**config.mk**
```make
export PLATFORM = sky130hd
export DESIGN_NAME = mult_share_arbiter
export DESIGN_NICKNAME = d
export VERILOG_FILES = /design/src/rtl/mult_share_arbiter.sv
export SDC_FILE = /design/constraint.sdc
export NUM_CORES = 1
export LEC_CHECK = 0
export BUFFER_PORTS_ARGS = -buffer_cell sky130_fd_sc_hd__buf_2
export CAP_MARGIN = 40
export CORE_ASPECT_RATIO = 0.75
export CORE_MARGIN = 4
export CORE_UTILIZATION = 40
export CTS_BUF_LIST = sky130_fd_sc_hd__clkbuf_8
export DETAILED_ROUTE_END_ITERATION = 7
export PLACE_DENSITY = 0.81
export REMOVE_ABC_BUFFERS = 1
export SLEW_MARGIN = 20
export SYNTH_ARGS = -nofsm -noshare
export SYNTH_HDL_FRONTEND = slang
export SYNTH_SLANG_ARGS = --single-unit
```
**constraint.sdc**
```tcl
create_clock -name clk -period 2.4 [get_ports clk]
set_clock_uncertainty 0.1 [all_clocks]
set_input_delay 0.48 -clock clk [delete_from_list [all_inputs] [get_ports clk]]
set_output_delay 0.48 -clock clk [all_outputs]
set_load 0.05 [all_outputs]
```
**src/rtl/mult_share_arbiter.sv**
```systemverilog
// Round-robin arbiter sharing one shift-add multiplier between NUM_REQ requesters.
// Grants one operand pair at a time, routes the product back, and aborts hung multiplies.
module mult_share_arbiter #(
    parameter int NUM_REQ = 4,
    parameter int TIMEOUT = 32
) (
    input  logic                 clk,
    input  logic                 rst_n,
    input  logic [NUM_REQ-1:0]   req_valid,
    output logic [NUM_REQ-1:0]   req_ready,
    input  logic [NUM_REQ*8-1:0] req_a,
    input  logic [NUM_REQ*8-1:0] req_b,
    output logic [NUM_REQ-1:0]   rsp_valid,
    output logic [15:0]          rsp_product,
    output logic                 mul_valid,
    output logic [7:0]           mul_a,
    output logic [7:0]           mul_b,
    input  logic [15:0]          mul_product,
    input  logic                 mul_done,
    output logic                 busy,
    output logic                 timeout_err
);

    localparam int IW = (NUM_REQ > 1) ? $clog2(NUM_REQ) : 1;
    localparam int CW = $clog2(TIMEOUT + 1);

    typedef enum logic [1:0] {IDLE, ISSUE, WAIT, RESP} state_t;

    state_t        state, state_nx;
    logic [IW-1:0] last_grant, grant, pick, cand;
    logic          found;
    logic [7:0]    sel_a, sel_b;
    logic [CW-1:0] cnt;
    logic          timeout_hit;

    // Rotating-priority search starting just after the previous grantee.
    // NOTE: every always_comb output gets a default first so no latch is inferred.
    always_comb begin
        found = 1'b0;
        pick  = '0;
        cand  = '0;
        for (int k = 1; k <= NUM_REQ; k++) begin
            cand = IW'((int'(last_grant) + k) % NUM_REQ);
            if (!found && req_valid[cand]) begin
                found = 1'b1;
                pick  = cand;
            end
        end
    end

    always_comb begin
        sel_a     = '0;
        sel_b     = '0;
        req_ready = '0;
        rsp_valid = '0;
        for (int i = 0; i < NUM_REQ; i++) begin
            if (pick == IW'(i)) begin
                sel_a = req_a[8*i +: 8];
                sel_b = req_b[8*i +: 8];
            end
            req_ready[i] = (state == IDLE) && found && (pick == IW'(i));
            rsp_valid[i] = (state == RESP) && (grant == IW'(i));
        end
    end

    assign mul_valid   = (state == ISSUE);
    assign busy        = (state != IDLE);
    assign timeout_hit = (state == WAIT) && !mul_done && (cnt == CW'(TIMEOUT - 1));

    always_comb begin
        state_nx = state;
        case (state)
            IDLE:    if (found) state_nx = ISSUE;
            ISSUE:   state_nx = WAIT;
            WAIT:    if (mul_done) state_nx = RESP;
                     else if (timeout_hit) state_nx = IDLE;
            RESP:    state_nx = IDLE;
            default: state_nx = IDLE;
        endcase
    end

    // NOTE: sequential state uses non-blocking assignments so all flops update together.
    always_ff @(posedge clk or negedge rst_n) begin
        if (!rst_n) begin
            state       <= IDLE;
            last_grant  <= IW'(NUM_REQ - 1);
            grant       <= '0;
            mul_a       <= '0;
            mul_b       <= '0;
            cnt         <= '0;
            rsp_product <= '0;
            timeout_err <= 1'b0;
        end else begin
            state       <= state_nx;
            timeout_err <= timeout_hit;
            case (state)
                IDLE: if (found) begin
                    mul_a      <= sel_a;
                    mul_b      <= sel_b;
                    grant      <= pick;
                    last_grant <= pick;
                end
                ISSUE: cnt <= '0;
                WAIT: begin
                    cnt <= cnt + 1'b1;
                    if (mul_done) rsp_product <= mul_product;
                end
                default: ;
            endcase
        end
    end

endmodule

```
==> results of run 1 <==
==> where the power goes <==
part           switching [mW]  internal, mW  total [mW]
clock                   0.248         0.198       0.446
combinational            2.22          1.11        3.33
sequential              0.211          1.11        1.32
==> registers in the layout (all words and copies together), names as in the netlist <==
| signal | count |
|---|---|
| rsp_product | 16 |
| state | 2 |
| mul_b | 8 |
| grant | 2 |
| timeout_err | 1 |
| last_grant | 2 |
| cnt | 6 |
| mul_a | 8 |
==> kinds of logic (layout without fill, tap and decap cells) <==
kind of cell,count (synthesis),in the layout
fa+ha+maj,6,6
xor+xnor,1,1
compound gates,72,72
buf+inv,29,167
simple gates,78,78
mux,32,32
flops,45,45
==> cell usage in the layout, fill, tap and decap left out, types with 4 or more instances in the layout <==
| cell | n |
|---|---|
| buf_2 | 125 |
| a21bo_2 | 16 |
| o311ai_2 | 4 |
| buf_4 | 20 |
| mux2_2 | 16 |
| ha_1 | 5 |
| clkbuf_8 | 5 |
| nand4_1 | 17 |
| o311ai_0 | 7 |
| nor2_1 | 9 |
| o311ai_1 | 5 |
| o31ai_1 | 17 |
| nand2_1 | 26 |
| dfrtp_1 | 43 |
| nand3_1 | 4 |
| inv_1 | 8 |
| o21ai_0 | 10 |
| mux2i_1 | 16 |
==> worst max-delay path by stage <==
stage               slack, ps      endpoint  depth (start not counted)     startpoint
global placement           90  req_ready[0]                          6   req_valid[3]
finish                     40  req_ready[0]                          5  last_grant[0]
detailed placement         80  req_ready[0]                          6   req_valid[3]
CTS                         6  req_ready[1]                          5  last_grant[0]
global route              -20  req_ready[0]                          5  last_grant[0]
floorplan                -920  req_ready[2]                          4   req_valid[1]
==> what timing repair did <==
action / 4_1_cts / 5_1_grt
setup buffers: 1 / 1
hold buffers: 1 / 0
endpoints found under the setup margin: 4 / 4
pin swaps: 1 / 3
hold endpoints to repair: 8 / 0
resized for setup: 10 / 15
==> stage by stage <==
| stage | power [mW] | hold slack, ps | TNS, ps | util [%] | instance area [um2] |
|---|---|---|---|---|---|
| finish | 5.10 | 316 | 0 | 57.1 | 3690 |
| global route | 5.42 | 305 | -42.1 | 57.1 | 3690 |
| CTS | 5.02 | 308 | 0 | 56.1 | 3630 |
| detailed placement | 4.51 | 264 | 0 | 53.9 | 3490 |
| global placement | 4.43 | 259 | 0 | 53.9 | 3490 |
| floorplan | 3.60 | 84.4 | -2320 | - | 2600 |
==> layer usage <==
layer | wire [um] | vias up
met4 | 108 | 0
li1 | - | 1259
met2 | 4040 | 126
met5 | 0 | -
met3 | 640 | 14
met1 | 3350 | 1292
==> final cells by class <==
cell class,count,area share (%)
multi-input cells,189,40.7
clock inverters,3,0.373
clock buffers,5,1.86
well taps,81,2.74
flip-flops and latches,45,30.5
inverters,8,0.813
repair buffers,151,23.0
==> critical path, cell delays in order (launching register included) <==
cell and delay (ps):
dfstp_2 580, nor2b_4 50, or3b_4 410, a21oi_4 140
and2_4 170, buf_8 140
==> impl_metrics.json, run 1 <==
{
  "outcome": "finished clean",
  "die_y_um": 79.5,
  "synth_xor_area_share_pct": 0.321,
  "critPathCaptureType": "output pin",
  "slew_headroom_pct": 67.1,
  "critPathMaxFanout": 3,
  "fmax_mhz": 423,
  "synth_compound_area_share_pct": 22.4,
  "drt-initial-drc-count": 104,
  "area_growth_pct": 35.4,
  "htreeDepth": 2,
  "grt_max_degree": 28,
  "synth.area.top_cells": "dfrtp_1, mux2_2, a21bo_2",
  "yosys.area_share.simple_pct": 14.9,
  "fp.dieW_um": 103,
  "leakage_nw": 1.84,
  "fillers": 551,
  "clock_path_buffers": 2,
  "critPathKind": "flop to output pin",
  "grtUsageMet1_pct": 24.5,
  "regToRegSetupSlack_ps": 430,
  "ir_drop_v": 0.00105,
  "dp_cells": 471,
  "yosysTopAreaCell": "dfrtp_1",
  "r2r_start": "last_grant[0]",
  "gp_congestion": 0.856,
  "power_density_nw_per_um2": 1380,
  "yosysSeqAreaShare_pct": 41.4,
  "ys_warn_count": 0,
  "n_antenna_cell": 0,
  "min_path_type": "input port to flop",
  "rsz0062_at_grt": "true",
  "setup_violations": 0,
  "cts_sinks": 45,
  "num_io_pins": 130,
  "die_area_um2": 8220,
  "min_period_ps": 2360,
  "root_buffer": "clkbuf_8",
  "pre_cts_ws_ps": 77.6,
  "setup_ws_ps": 35.1,
  "hold_violations": 0,
  "rows": 25,
  "synth-edff-count": 0,
  "tightest_slew_ps": 489,
  "hold_start": "mul_product[10]",
  "dr.pass1.iters": 4,
  "start_util_pct": 42.1,
  "seqCellArea_um2": 1130,
  "drc": 0,
  "met3_usage_pct": 3.23,
  "async_reset_ff_share_pct": 100,
  "synth-main-ff-cell": "dfrtp_1",
  "post-dp-hpwl_um": 6300,
  "busiest_layer": "met2",
  "multi_input_area_um2": 1500,
  "grt_pass1_vias": 2682,
  "drv_slew": 0,
  "fin_nets": 493,
  "port_buffers": 129,
  "syn_inst": 263,
  "routed_wl_um": 8140,
  "post_route_cells_drive_above_1_share_pct": 53.1,
  "cp.arrival_ps": 1780,
  "fin_crit_sh_pct": 98.5,
  "grt_usage_pct": 19.1,
  "cts.reportedPaths.clkPinSlew_ps": 80,
  "critPathRequiredTime_ps": 1820,
  "post_drt_wl_per_cell_um": 16.9,
  "viasPerCell": 5.58,
  "muxShareOfSynthArea_pct": 12.5,
  "grt_pass1_wl_um": 12600,
  "vias": 2691,
  "yosys.area_share.adder_pct": 2.75,
  "overflow": 0,
  "holdPathStages": 2,
  "syn_avg_cell_area_um2": 10.4,
  "rr_endpoint": "grant[1]",
  "ant_nets": 0,
  "clk_latency_ps": 290,
  "final_cells": 482,
  "ys_ff_latch": 45,
  "syn_area_um2": 2730,
  "antenna_found_initial": 0,
  "use_met2_pct": 33.7,
  "cts-buffers-inserted": 5,
  "start_kind": "flop",
  "netlist_top_cells_count": "dfrtp_1, nand2_1, nand4_1, o31ai_1",
  "synth_top_family_by_area": "compound AO/OA/AOI/OAI gates",
  "cts_tree": "yes",
  "whs_endpoint": "rsp_product[10]",
  "core_um2": 6470,
  "reg2reg_depth": 7,
  "synth.most_common_cell": "dfrtp_1",
  "synth.top_cell.area_share_pct": 39.4,
  "drv_cap": 0,
  "synth_cell_types": 43
}
No activity file was read; power rests on OpenSTA's default activity.
==> run 2, diff against run 1 <==
--- a/config.mk
+++ b/config.mk
@@ -7,12 +7,14 @@
 export LEC_CHECK = 0
 export BUFFER_PORTS_ARGS = -buffer_cell sky130_fd_sc_hd__buf_2
 export CAP_MARGIN = 40
+export CELL_PAD_IN_SITES_DETAIL_PLACEMENT = 0
+export CELL_PAD_IN_SITES_GLOBAL_PLACEMENT = 1
 export CORE_ASPECT_RATIO = 0.75
 export CORE_MARGIN = 4
-export CORE_UTILIZATION = 40
+export CORE_UTILIZATION = 35
 export CTS_BUF_LIST = sky130_fd_sc_hd__clkbuf_8
 export DETAILED_ROUTE_END_ITERATION = 7
-export PLACE_DENSITY = 0.81
+export PLACE_DENSITY = 0.92
 export REMOVE_ABC_BUFFERS = 1
 export SLEW_MARGIN = 20
 export SYNTH_ARGS = -nofsm -noshare
==> constraint.sdc (replaced) <==
create_clock -name clk -period 2.4 [get_ports clk]
set_clock_uncertainty 0.1 [all_clocks]
set_input_delay 0.48 -clock clk [delete_from_list [all_inputs] [get_ports clk]]
set_output_delay 0.48 -clock clk [all_outputs]
set_load 0.1 [all_outputs]
==> impl_metrics.json, run 2 (synthesis results as in run 1) <==
{
  "place_area_um2": 3600,
  "num_io_pins": 130,
  "min_period_ps": 2430,
  "rr_endpoint": "mul_a[3]",
  "cts_sinks": 45,
  "outcome": "finished, violations left",
  "final_cell_mix": "buf_2, dfrtp_1, nand2_1",
  "hold_violations": 0,
  "largest_reg_flops": 16,
  "drv_cap": 0,
  "gp_congestion": 0.836,
  "holdBufCountCts": 0,
  "final_cell_area_um2": 3810,
  "core_um2": 7470,
  "routed_wl_um": 8330,
  "fin_tns_setup_ps": -27.2,
  "start_util_pct": 36.6,
  "drv_slew": 0,
  "viasPerCell": 5.18,
  "fin_nets": 495,
  "setup_violations": 1,
  "root_buffer": "clkbuf_8",
  "critPathKind": "flop to output pin",
  "reg_top3": "rsp_product: 16 flops, mul_a: 8 flops, mul_b: 8 flops",
  "critPathCaptureType": "output pin",
  "rows": 27,
  "final_common_cell": "buf_2",
  "vias": 2613,
  "reg2reg_depth": 6,
  "grt_pass1_vias": 2609,
  "overflow": 0,
  "final_util_pct": 51.0,
  "die_y_um": 84.5,
  "crit_path_end": "req_ready[1]",
  "die_area_um2": 9290,
  "n_antenna_cell": 0,
  "pre_cts_ws_ps": 44.4,
  "critical_path.startpoint": "last_grant[0]",
  "fin_crit_sh_pct": 101,
  "regToRegSetupSlack_ps": 410,
  "setup_ws_ps": -27.2,
  "start_kind": "flop",
  "fp.dieW_um": 110,
  "grt_pass1_wl_um": 13000,
  "ant_nets": 0,
  "drc": 0,
  "min_path_type": "input port to async pin",
  "clk_latency_ps": 300,
  "htreeDepth": 2,
  "regMostFlops": "rsp_product",
  "post_route_cells_drive_above_1_share_pct": 54.1,
  "grt_usage_pct": 17.5,
  "slew_headroom_pct": 63.3,
  "rsz0062_at_grt": "true",
  "post-dp-hpwl_um": 6470,
  "cts-buffers-inserted": 5,
  "violations": "negative setup slack",
  "area_growth_pct": 39.5,
  "port_buffers": 129,
  "drt-initial-drc-count": 141,
  "grt_max_degree": 26,
  "fmax_mhz": 412,
  "antenna_found_initial": 0,
  "critPathRequiredTime_ps": 1820,
  "clock_path_buffers": 2,
  "cts_tree": "yes",
  "cp.arrival_ps": 1850,
  "post_drt_wl_per_cell_um": 16.5,
  "r2r_start": "last_grant[0]",
  "critPathMaxFanout": 5,
  "tightest_slew_ps": 550,
  "dr.pass1.iters": 4,
  "cts.reportedPaths.clkPinSlew_ps": 90
}
==> run 2: final cells by class <==
cell class | count | area [um2]
Tap cell | 101 | 126
Inverter | 8 | 30.0
Multi-Input combinational cell | 189 | 1530
Sequential cell | 45 | 1130
Timing Repair Buffer | 153 | 902
Fill cell | 692 | 3660
Clock buffer | 5 | 68.8
Clock inverter | 3 | 25.0
==> run 2: critical path: stages, from the launching register on <==
cell and delay [ps]:
dfstp_2 580, nand2b_4 160, a21o_1 180, nand3_4 120
buf_6 160, and3_4 190, buf_12 160
==> run 2: how the worst min path moves through the flow <==
stage	to	depth (start not counted)	slack [ps]	from
detailed placement	mul_b[7]	2	370	mul_b[7]
global placement	mul_b[6]	2	370	mul_b[6]
finish	cnt[3]	1	60	rst_n
global route	cnt[3]	1	80	rst_n
CTS	cnt[3]	1	70	rst_n
floorplan	cnt[0]	0	80	rst_n
==> run 2: metrics by stage <==
step / hold slack [ps] / instances
global placement: 368 / 492
CTS: 66.5 / 503
floorplan: 84.4 / 242
detailed placement: 371 / 492
finish: 57.7 / 504
global route: 77.3 / 504
==> run 2: what timing repair did <==
| item | 4_1_cts | 5_1_grt |
|---|---|---|
| gates resized for setup | 14 | 5 |
| gates cloned | 0 | 0 |
| buffers inserted | 3 | 1 |
| endpoints found under the setup margin | 4 | 4 |
| pin swaps | 3 | 2 |
==> run 2: per-layer routing <==
metal / GRT usage (%) / vias to the layer above / part of all wire, %
met3: 3.54 / 5 / 8.5
met5: 0 / - / 0
met4: 2.72 / 0 / 0.46
met2: 29.6 / 107 / 48
met1: 23.4 / 1241 / 44
li1: - / 1260 / -
Power of run 2 is not shown: default switching activity piles up to over one toggle a cycle in this logic, so the estimate is an artifact.
==> run 3, diff against run 2 <==
--- a/config.mk
+++ b/config.mk
@@ -5,7 +5,7 @@
 export SDC_FILE = /design/constraint.sdc
 export NUM_CORES = 1
 export LEC_CHECK = 0
-export BUFFER_PORTS_ARGS = -buffer_cell sky130_fd_sc_hd__buf_2
+export BUFFER_PORTS_ARGS = -buffer_cell sky130_fd_sc_hd__buf_4
 export CAP_MARGIN = 40
 export CELL_PAD_IN_SITES_DETAIL_PLACEMENT = 0
 export CELL_PAD_IN_SITES_GLOBAL_PLACEMENT = 1
==> impl_metrics.json, run 3 (synthesis results as in run 1) <==
{
  "fp.dieW_um": 110,
  "cts_sinks": 45,
  "post_route_cells_drive_above_1_share_pct": 53.0,
  "rsz0062_at_grt": "true",
  "routed_wl_um": 8590,
  "grt_max_degree": 46,
  "violations": "negative setup slack",
  "r2r_start": "last_grant[0]",
  "n_antenna_cell": 0,
  "setup_ws_ps": -5.02,
  "fmax_mhz": 416,
  "antenna_found_initial": 0,
  "drv_slew": 0,
  "largest_reg_flops": 16,
  "drv_cap": 0,
  "vias": 2571,
  "clk_latency_ps": 300,
  "setup_violations": 1,
  "drc": 0,
  "port_buffers": 129,
  "tightest_slew_ps": 590,
  "critPathMaxFanout": 3,
  "num_io_pins": 130,
  "fillers": 683,
  "reg2reg_depth": 9,
  "post_drt_wl_per_cell_um": 17.1,
  "critPathCaptureType": "output pin",
  "slew_headroom_pct": 60.7,
  "cts_tree": "yes",
  "rows": 27,
  "area_growth_pct": 49.0,
  "start_util_pct": 36.6,
  "final_util_pct": 54.5,
  "outcome": "finished, violations left",
  "root_buffer": "clkbuf_8",
  "cp.arrival_ps": 1830,
  "min_path_type": "input port to async pin",
  "gp_congestion": 0.780,
  "critical_path.startpoint": "last_grant[0]",
  "final_common_cell": "buf_4",
  "seqCellArea_um2": 1130,
  "grt_pass1_wl_um": 13500,
  "hold_violations": 0,
  "critPathKind": "flop to output pin",
  "die_y_um": 84.5,
  "final_cell_mix": "buf_4, dfrtp_1, nand2_1",
  "die_area_um2": 9290,
  "multi_input_area_um2": 1510,
  "ant_nets": 0,
  "min_period_ps": 2410,
  "grt_usage_pct": 18.2,
  "grt_pass1_vias": 2644,
  "regToRegSetupSlack_ps": 320,
  "htreeDepth": 2,
  "viasPerCell": 5.13,
  "rr_endpoint": "mul_a[4]",
  "core_um2": 7470,
  "critPathRequiredTime_ps": 1820,
  "cts.reportedPaths.clkPinSlew_ps": 100,
  "start_kind": "flop",
  "fin_crit_sh_pct": 100,
  "overflow": 0,
  "dr.pass1.iters": 4,
  "post-dp-hpwl_um": 6220,
  "drt-initial-drc-count": 114,
  "reg_top3": "rsp_product: 16 flops, mul_a: 8 flops, mul_b: 8 flops",
  "cts-buffers-inserted": 5,
  "clock_path_buffers": 2,
  "fin_nets": 492,
  "regMostFlops": "rsp_product"
}
[run 3: layout make-up]
type	count	area share [%]
clock buffers	5	1.69
clock inverters	3	0.615
inverters	8	0.738
multi-input cells	189	37.1
flip-flops and latches	45	27.8
well taps	101	3.11
repair buffers	150	29.0
[run 3: metrics by stage]
stage / cell area (um2) / hold slack (ps) / setup slack (ps) / TNS (ps) / std cells
after floorplan: 2600 / 84.4 / -1910 / -5830 / 242
after global placement: 3820 / 370 / 49.3 / 0 / 488
after detailed placement: 3820 / 373 / 27.2 / 0 / 488
after CTS: 4040 / 89.4 / -23.0 / -34.1 / 498
after global routing: 4070 / 101 / -57.8 / -204 / 501
final: 4070 / 66.4 / -5.02 / -5.02 / 501
[run 3: per-layer routing]
| layer | part of all wire (%) | routed length, um | vias to the layer above | global-route usage, % |
|---|---|---|---|---|
| li1 | - | - | 1253 | - |
| met4 | 0.41 | 35 | 0 | 3.06 |
| met3 | 9.0 | 769 | 4 | 4.61 |
| met5 | 0 | 0 | - | 0 |
| met2 | 48 | 4120 | 95 | 30.7 |
| met1 | 43 | 3660 | 1219 | 23.7 |
[run 3: how the worst max path moves through the flow]
| stage | slack (ps) | end |
|---|---|---|
| 6_report | -5 | req_ready[1] |
| 5_1_grt | -60 | req_ready[1] |
| 4_1_cts | -20 | req_ready[0] |
| 3_5_place_dp | 30 | req_ready[1] |
| 3_3_place_gp | 50 | req_ready[1] |
| 2_1_floorplan | -1910 | req_ready[2] |
[run 3: timing repair]
| action | 4_1_cts | 5_1_grt |
|---|---|---|
| buffers inserted | 2 | 3 |
| gates resized for setup | 25 | 1 |
| endpoints found under the setup margin | 4 | 4 |
| pin swaps | 5 | 1 |
| endpoints found under the hold margin | 0 | 0 |
| hold buffers | 0 | 0 |
[run 3: worst max-delay path, stage by stage, from the launching register on]
cell and delay [ps]:
dfstp_2 580, nor2b_4 60, or3b_4 400, nand2_2 110, and3_4 210, buf_12 170
Power of run 3 is left out for the same reason.
